<file path="config.mk">
export PLATFORM = sky130hd
export DESIGN_NAME = regfile_wr_arb
export DESIGN_NICKNAME = d
export VERILOG_FILES = /design/src/rtl/cpu_pkg.sv /design/src/rtl/uart_wr_fifo.sv /design/src/rtl/regfile_wr_arb.sv
export SDC_FILE = /design/constraint.sdc
export NUM_CORES = 1
export LEC_CHECK = 0
export CAP_MARGIN = 20
export CORE_MARGIN = 2
export CORE_UTILIZATION = 41
export DETAILED_ROUTE_END_ITERATION = 7
export PLACE_DENSITY_LB_ADDON = 0.15
export SLEW_MARGIN = 20
export SYNTH_ARGS = -nofsm -noshare
export SYNTH_HDL_FRONTEND = slang
export SYNTH_SLANG_ARGS = --single-unit
</file>
<file path="constraint.sdc">
create_clock -name clk -period 2.4 [get_ports clk]
set_input_delay 0.48 -clock clk [delete_from_list [all_inputs] [get_ports clk]]
set_output_delay 0.48 -clock clk [all_outputs]
set_load 0.02 [all_outputs]
</file>
<file path="src/rtl/cpu_pkg.sv">
// rtl/cpu_pkg.sv - shared register numbers and write-port grant encoding
package cpu_pkg;
   localparam logic [4:0] REG_K0 = 5'd26;
   localparam logic [4:0] REG_A0 = 5'd4;
   localparam logic [4:0] REG_A1 = 5'd5;

   typedef enum logic [1:0] {GNT_NONE, GNT_WB, GNT_EPC, GNT_UART} grant_t;

   function automatic logic [4:0] uart_target(input logic flag);
      return flag ? REG_A1 : REG_A0;
   endfunction
endpackage

</file>
<file path="src/rtl/uart_wr_fifo.sv">
// rtl/uart_wr_fifo.sv - small power-of-two FIFO buffering UART register writes
module uart_wr_fifo #(
   parameter int DEPTH = 4,
   parameter int WIDTH = 9
) (
   input  logic                       clk,
   input  logic                       rst_n,
   input  logic                       push,
   input  logic [WIDTH-1:0]           push_data,
   input  logic                       pop,
   output logic                       full,
   output logic                       empty,
   output logic [$clog2(DEPTH):0]     count,
   output logic [WIDTH-1:0]           head
);
   localparam int AW = $clog2(DEPTH);

   logic [WIDTH-1:0] mem [DEPTH];
   logic [AW-1:0]    wr_ptr;
   logic [AW-1:0]    rd_ptr;
   logic             do_push;
   logic             do_pop;

   assign full    = (count == (AW+1)'(DEPTH));
   assign empty   = (count == '0);
   assign do_push = push && !full;
   assign do_pop  = pop && !empty;
   assign head    = mem[rd_ptr];

   // Pointers are exactly AW bits wide, so wrap-around is the natural overflow.
   always_ff @(posedge clk or negedge rst_n) begin
      if (!rst_n) begin
         wr_ptr <= '0;
         rd_ptr <= '0;
         count  <= '0;
      end else begin
         if (do_push) wr_ptr <= wr_ptr + 1'b1;
         if (do_pop)  rd_ptr <= rd_ptr + 1'b1;
         case ({do_push, do_pop})
            2'b10:   count <= count + 1'b1;
            2'b01:   count <= count - 1'b1;
            default: count <= count;
         endcase
      end
   end

   always_ff @(posedge clk) begin
      if (do_push) mem[wr_ptr] <= push_data;
   end
endmodule

</file>
<file path="src/rtl/regfile_wr_arb.sv">
// rtl/regfile_wr_arb.sv - fixed-priority WB > EPC > UART register-file write arbiter
module regfile_wr_arb
   import cpu_pkg::*;
#(
   parameter int FIFO_DEPTH   = 4,
   parameter int STARVE_LIMIT = 7
) (
   input  logic                          clk,
   input  logic                          rst_n,
   input  logic                          wb_we,
   input  logic [4:0]                    wb_addr,
   input  logic [31:0]                   wb_data,
   input  logic                          epc_req,
   input  logic [31:0]                   epc_data,
   output logic                          epc_ack,
   input  logic                          uart_signal,
   input  logic                          uart_flag,
   input  logic [7:0]                    uart_rx_data,
   output logic                          rf_we,
   output logic [4:0]                    rf_addr,
   output logic [31:0]                   rf_data,
   output logic                          pipe_stall,
   output logic [$clog2(FIFO_DEPTH):0]   fifo_count,
   output logic                          uart_overflow
);
   localparam int SW = $clog2(STARVE_LIMIT + 1);

   grant_t        grant;
   logic          wb_valid;
   logic          epc_hold;
   logic          uart_grant;
   logic          fifo_full;
   logic          fifo_empty;
   logic [8:0]    fifo_head;
   logic [SW-1:0] starve_cnt;

   assign wb_valid   = wb_we && (wb_addr != 5'd0);
   assign uart_grant = (grant == GNT_UART);
   assign epc_ack    = (grant == GNT_EPC);

   uart_wr_fifo #(.DEPTH(FIFO_DEPTH), .WIDTH(9)) u_fifo (
      .clk       (clk),
      .rst_n     (rst_n),
      .push      (uart_signal),
      .push_data ({uart_flag, uart_rx_data}),
      .pop       (uart_grant),
      .full      (fifo_full),
      .empty     (fifo_empty),
      .count     (fifo_count),
      .head      (fifo_head)
   );

   // Reset gates the grant so nothing reaches the register file while rst_n is low.
   always_comb begin
      grant = GNT_NONE;
      if (!rst_n)                    grant = GNT_NONE;
      else if (wb_valid)             grant = GNT_WB;
      else if (epc_req && !epc_hold) grant = GNT_EPC;
      else if (!epc_req && !fifo_empty) grant = GNT_UART;
   end

   always_comb begin
      rf_we   = 1'b0;
      rf_addr = 5'd0;
      rf_data = 32'd0;
      case (grant)
         GNT_WB: begin
            rf_we   = 1'b1;
            rf_addr = wb_addr;
            rf_data = wb_data;
         end
         GNT_EPC: begin
            rf_we   = 1'b1;
            rf_addr = REG_K0;
            rf_data = epc_data;
         end
         GNT_UART: begin
            rf_we   = 1'b1;
            rf_addr = uart_target(fifo_head[8]);
            rf_data = {24'd0, fifo_head[7:0]};
         end
         default: ;
      endcase
   end

   // epc_hold masks the cycle right after a grant so a held request is not seen twice.
   always_ff @(posedge clk or negedge rst_n) begin
      if (!rst_n) begin
         epc_hold      <= 1'b0;
         uart_overflow <= 1'b0;
         starve_cnt    <= '0;
         pipe_stall    <= 1'b0;
      end else begin
         epc_hold <= (grant == GNT_EPC);
         if (uart_signal && fifo_full) uart_overflow <= 1'b1;

         if (fifo_empty || uart_grant)             starve_cnt <= '0;
         else if (starve_cnt != SW'(STARVE_LIMIT)) starve_cnt <= starve_cnt + 1'b1;

         if (uart_grant)
            pipe_stall <= 1'b0;
         else if (!fifo_empty && starve_cnt == SW'(STARVE_LIMIT - 1))
            pipe_stall <= 1'b1;
      end
   end
endmodule

</file>
==> flow_metrics.env, run 1 <==
export IMPL_status="finished, violations left"
export IMPL_failed_checks="setup timing"
export IMPL_final_weighted_congestion_of_routability_driven_global_placement=0.856
export IMPL_detailed_route_vias_per_instance=5.42
export IMPL_synth_async_sr_flop_share_pct=26.5
export IMPL_io_pins=127
export IMPL_fillCellCount=393
export IMPL_start_kind="primary input"
export IMPL_place_detailed_instances=451
export IMPL_crit_path_cells="buf_6 -> or4_4 -> o21ai_4 -> buf_12 -> clkbuf_16 -> o21ai_0 -> a21oi_1 -> buf_4"
export IMPL_yosys_warnings=0
export IMPL_grt_first_pass_wirelength_um=13000
export IMPL_worst_tran_pin_value_ns=0.447
export IMPL_via_count_of_the_first_global_routing_pass=2446
export IMPL_finalSetupTns_ns=-2.28
export IMPL_timing_max_transition_violations_final=0
export IMPL_design_final_nets=491
export IMPL_most_frequently_used_cell_type_in_the_post_synthesis_netlist="edfxtp_1"
export IMPL_power_ir_vdd_worst_uv=760
export IMPL_ys_ff_latch=49
export IMPL_hold_violations_final=0
export IMPL_finalCoreUtilization_pct=75.0
export IMPL_cpMaxStageDelayCell="or4_4"
export IMPL_fp_dieArea_sq_mm=0.00712
export IMPL_syn_mean_instance_area_sq_um=10.9
export IMPL_finalWorstSetupSlack_ns=-0.195
export IMPL_holdCritPathClass="in -> async"
export IMPL_area_growth_pct=78.7
export IMPL_place_port_buffers=126
export IMPL_rsz0062_at_grt="true"
export IMPL_timing_critical_path_fanout_max=7
export IMPL_clock_sinks=49
export IMPL_dpl_hpwl_um=5660
export IMPL_post_route_period_util_pct=108
export IMPL_drc=0
export IMPL_synth_edf_count=36
export IMPL_timing_critical_path_to_type="output pin"
export IMPL_vias_after_detailed_routing=2585
export IMPL_worstPathBufferInverterCount=4
export IMPL_synthTopCellsByArea="edfxtp_1, dfrtp_1, mux4_2"
export IMPL_netlist_cell_type_count=33
export IMPL_die_y_um=84.4
export IMPL_clk_path_buf_depth=2
export IMPL_global_route_overflow_total=0
export IMPL_floorplan_rows=29
export IMPL_path_clk_slew_ns=0.09
export IMPL_power_static_leakage_nw=1.88
export IMPL_drtIter0Drc=77
export IMPL_cts_hold_buffers_added=0
export IMPL_required_ns=1.92
export IMPL_critPathArrivalTime_ns=2.11
export IMPL_fp_coreArea_sq_mm=0.00631
export IMPL_clkLatencyLatePin_ns=0.29
export IMPL_final_layout_size_suffix_gt1_share_pct=37.5
export IMPL_routedWlPerCell_um=19.1
export IMPL_mappedNetlistNets=334
export IMPL_ctsHtreeMaxLevel=2
export IMPL_track_usage_pct=23.4
export IMPL_grt_start_max_net_pins=26
export IMPL_timing_slew_headroom_pct=70.2
export IMPL_chipWidth_um=84.4
export IMPL_crit_reg2reg_launch="u_fifo.count[1]"
export IMPL_antenna_diode_count=0
export IMPL_maxCapViolations=0
export IMPL_clock_tree_from_tritoncts="yes"
export IMPL_start_util_pct=42.0
export IMPL_cellPowerDensity_mw_per_mm2=702
export IMPL_seq_area_frac_synth_pct=53.1
export IMPL_final_period_minus_worst_setup_slack_ns=2.59
export IMPL_finalWirelength_um=9100
export IMPL_worst_setup_path_startpoint="wb_addr[3]"
export IMPL_first_pass_iters=5
export IMPL_synth_top_cell_by_area="edfxtp_1"
export IMPL_setup_viol=39
export IMPL_synth_top_cells_by_count="edfxtp_1, o21ai_0, nand2_1"
export IMPL_synth_largest_type_area_fraction_pct=40.8
export IMPL_fmaxAchievable_mhz=385
export IMPL_crit_type="in -> out"
export IMPL_cts_buffers=5
export IMPL_ant_nets=0
export IMPL_cts_root_buffer="clkbuf_8"
export IMPL_primary_ff_master_synth="edfxtp_1"
export IMPL_worst_clock_skew_ns=0.00558
export IMPL_syn_inst=242
export IMPL_critPathTopFamily="buffers and inverters"
export IMPL_antenna_found_initial=0
export IMPL_mappedNetlistArea_sq_mm=0.00265
export IMPL_fin_cells=477
export IMPL_crit_path_max_incr_delay_ns=0.54
==> per-layer routing <==
layer	wire length [um]	GRT usage (%)	up-vias
met2	4530	39.2	133
met1	3610	31.4	1227
met3	709	4.92	22
met4	243	5.48	0
met5	0	0	-
li1	-	-	1203
==> timing repair <==
action / in CTS / in global routing
setup endpoints to repair: 41 / 40
gates cloned: 6 / 3
endpoints found under the hold margin: 0 / 0
pin swaps: 9 / 18
setup buffers: 10 / 3
resized for setup: 266 / 80
==> worst paths after layout <==
path	end	slack, ns	cells past startpoint
worst max register to register	u_fifo.count[2]	0.16	11
worst min register to register	uart_overflow	0.48	1
min in group clk	uart_overflow	0.48	1
max in group asynchronous	u_fifo.count[1]	1.83	3
worst max-delay path	rf_data[1]	-0.19	8
worst min-delay path	u_fifo.wr_ptr[1]	0.17	2
==> flip-flops by register name, summed over array words and instances, names as in the netlist <==
name,count
epc_hold,1
u_fifo.count,3
starve_cnt,3
u_fifo.wr_ptr,2
uart_overflow,1
u_fifo.mem,36
pipe_stall,1
u_fifo.rd_ptr,2
==> logic make-up after synthesis <==
kind of cell | count (synthesis) | synth area share, %
multiplexers | 11 | 8.41
AND/OR/NAND/NOR | 81 | 14.5
flip-flops | 49 | 53.1
buffers and inverters | 27 | 4.77
XOR/XNOR | 7 | 2.31
AO/OA/AOI/OAI | 58 | 12.4
adder cells (fa/ha/maj) | 9 | 4.53
==> placed cells by master, fill, tap and decap left out, types with 9 or more instances in the layout <==
master            n
o21ai_1          13
clkdlybuf4s50_1  82
mux4_2            9
o21ai_2          13
nand2_1          30
edfxtp_1         36
buf_6            26
nand3_1          15
nand3_2          11
buf_4            42
dfrtp_1          13
==> power by group <==
part | switching, mW | leakage [nW] | total (mW) | internal [mW]
sequential | 0.134 | 0.485 | 1.28 | 1.15
clock | 0.278 | 0.0506 | 0.496 | 0.218
combinational | 0.722 | 1.35 | 1.54 | 0.823
total | 1.13 | 1.88 | 3.32 | 2.19
==> metrics by stage <==
stage	hold slack (ns)	instance area, sq um	setup WS, ns	power [mW]
after global routing	0.148	4730	-0.244	3.54
final	0.167	4730	-0.195	3.32
after global placement	0.459	4160	-0.847	2.68
after detailed placement	0.462	4160	-0.868	2.72
after floorplan	0.184	2670	-0.0290	2.07
after CTS	0.155	4430	-0.0800	3.28
==> layout make-up <==
type / count / area, sq um / share of cell area (%)
clock buffers: 5 / 68.8 / 1.45
clock inverters: 3 / 28.8 / 0.608
inverters: 9 / 33.8 / 0.714
multi-input cells: 166 / 1330 / 28.2
flip-flops and latches: 49 / 1410 / 29.7
well taps: 77 / 96.3 / 2.04
repair buffers: 168 / 1770 / 37.3
No activity file was read; power rests on OpenSTA's default activity.
==> run 2: changes to the inputs <==
--- a/config.mk
+++ b/config.mk
@@ -7,3 +7,4 @@
 export LEC_CHECK = 0
-export CAP_MARGIN = 20
+export CAP_MARGIN = 10
+export CORE_ASPECT_RATIO = 0.8
 export CORE_MARGIN = 2
==> constraint.sdc (replaced) <==
create_clock -name clk -period 2.4 [get_ports clk]
set_input_delay 0.72 -clock clk [delete_from_list [all_inputs] [get_ports clk]]
set_output_delay 0.72 -clock clk [all_outputs]
set_load 0.02 [all_outputs]
==> flow_metrics.env, run 2 (synthesis results as in run 1) <==
export IMPL_cts_root_buffer="clkbuf_8"
export IMPL_worstPathBufferInverterCount=4
export IMPL_maxCapViolations=0
export IMPL_first_pass_iters=4
export IMPL_floorplan_rows=26
export IMPL_critPathTopFamily="buffers and inverters"
export IMPL_start_kind="primary input"
export IMPL_mostFrequentLayoutCells="clkdlybuf4s50_1, buf_6, edfxtp_1"
export IMPL_clk_path_buf_depth=2
export IMPL_fmaxAchievable_mhz=337
export IMPL_grt_start_max_net_pins=26
export IMPL_dpl_hpwl_um=5610
export IMPL_timing_critical_path_fanout_max=7
export IMPL_cpMaxStageDelayCell="or4_4"
export IMPL_design_final_nets=498
export IMPL_required_ns=1.68
export IMPL_holdWs_ns=0.430
export IMPL_mostFrequentLayoutCell="clkdlybuf4s50_1"
export IMPL_biggestRegsByFlops="u_fifo.mem x36, starve_cnt x3, u_fifo.count x3"
export IMPL_fillCellCount=370
export IMPL_setup_viol=41
export IMPL_crit_path_cells="buf_6 -> or4_4 -> o21ai_4 -> buf_12 -> buf_8 -> o21ai_2 -> a21oi_2 -> buf_4"
export IMPL_drc=0
export IMPL_cellPowerDensity_mw_per_mm2=697
export IMPL_area_growth_pct=87.2
export IMPL_final_layout_size_suffix_gt1_share_pct=44.0
export IMPL_cts_buffers=5
export IMPL_post_route_period_util_pct=124
export IMPL_chipWidth_um=93.9
export IMPL_worst_clock_skew_ns=0.00795
export IMPL_grt_first_pass_wirelength_um=11700
export IMPL_drtIter0Drc=81
export IMPL_fp_coreArea_sq_mm=0.00631
export IMPL_global_route_overflow_total=0
export IMPL_track_usage_pct=21.5
export IMPL_antenna_diode_count=0
export IMPL_finalWorstSetupSlack_ns=-0.571
export IMPL_fp_dieArea_sq_mm=0.00712
export IMPL_rsz0062_at_grt="true"
export IMPL_ant_nets=0
export IMPL_final_period_minus_worst_setup_slack_ns=2.97
export IMPL_power_ir_vdd_worst_uv=721
export IMPL_largest_register_ffs=36
export IMPL_timing_slew_headroom_pct=69.8
export IMPL_seq_area_sq_mm=0.00141
export IMPL_clkLatencyLatePin_ns=0.30
export IMPL_holdCritPathClass="in -> async"
export IMPL_via_count_of_the_first_global_routing_pass=2290
export IMPL_place_port_buffers=126
export IMPL_layout_cell_area_non_filler_sq_mm=0.00496
export IMPL_status="finished, violations left"
export IMPL_start_util_pct=42.0
export IMPL_crit_type="in -> out"
export IMPL_timing_critical_path_to_type="output pin"
export IMPL_dpl_instance_area_sq_mm=0.00442
export IMPL_final_weighted_congestion_of_routability_driven_global_placement=0.839
export IMPL_die_y_um=75.9
export IMPL_failed_checks="setup timing"
export IMPL_finalWirelength_um=8610
export IMPL_hold_violations_final=0
export IMPL_timing_max_transition_violations_final=0
export IMPL_vias_after_detailed_routing=2585
export IMPL_fin_cells=491
export IMPL_clock_sinks=49
export IMPL_top_register="u_fifo.mem"
export IMPL_worst_tran_pin_value_ns=0.453
export IMPL_routedWlPerCell_um=17.5
export IMPL_antenna_found_initial=0
export IMPL_io_pins=127
export IMPL_crit_path_max_incr_delay_ns=0.56
export IMPL_place_detailed_instances=469
export IMPL_power_static_leakage_nw=1.95
export IMPL_cts_hold_buffers_added=0
export IMPL_finalCoreUtilization_pct=78.6
export IMPL_multi_input_area_sq_mm=0.00146
export IMPL_detailed_route_vias_per_instance=5.26
export IMPL_ctsHtreeMaxLevel=2
export IMPL_path_clk_slew_ns=0.08
export IMPL_finalSetupTns_ns=-21.31
export IMPL_clock_tree_from_tritoncts="yes"
export IMPL_critPathArrivalTime_ns=2.25
==> run 2: power by group <==
group | switching (mW) | internal, mW | total (mW)
registers | 0.128 | 1.15 | 1.27
clock network | 0.266 | 0.207 | 0.473
logic | 0.782 | 0.928 | 1.71
==> run 2: layout make-up <==
class	instances	share of cell area, %
Timing Repair Buffer	175	37.5
Multi-Input combinational cell	166	29.5
Sequential cell	49	28.4
Tap cell	84	2.12
Clock buffer	5	1.39
Inverter	9	0.681
Clock inverter	3	0.429
==> run 2: final timing paths <==
check,start,endpoint,slack [ns],depth (start not counted)
min,rst_n,u_fifo.count[1],0.43,2
max in group asynchronous,rst_n,starve_cnt[2],1.63,3
min in group clk,uart_overflow,uart_overflow,0.49,1
min reg2reg,uart_overflow,uart_overflow,0.49,1
max reg2reg,u_fifo.count[1],u_fifo.count[2],0.31,11
max,wb_addr[2],rf_data[6],-0.57,8
==> run 2: through the flow <==
step,power (mW),worst slack [ns]
global route,3.68,-0.608
detailed placement,2.89,-1.39
CTS,3.44,-0.539
global placement,2.85,-1.35
floorplan,2.12,-0.283
finish,3.46,-0.571
==> run 2: worst reg2reg max path: stages (launching register included) <==
cell and delay (ns):
dfrtp_1 0.37, nor3_1 0.07, buf_4 0.14, nor2_1 0.12
buf_4 0.20, and3_4 0.23, ha_4 0.14, inv_2 0.03
fa_2 0.32, xor2_1 0.14, nor2_1 0.11, xor2_1 0.14
==> run 2: metal layers <==
metal,vias to the layer above,share of wire [%],track usage [%]
met5,-,0,0
met4,0,0.95,3.86
met3,10,7.8,5.84
met2,86,49,36.4
met1,1268,42,28.5
li1,1221,-,-
==> run 2: timing repair <==
action,in CTS,in global routing
resized for setup,249,57
pin swaps,8,18
endpoints found under the setup margin,42,41
cloned,5,1
setup buffers,8,5
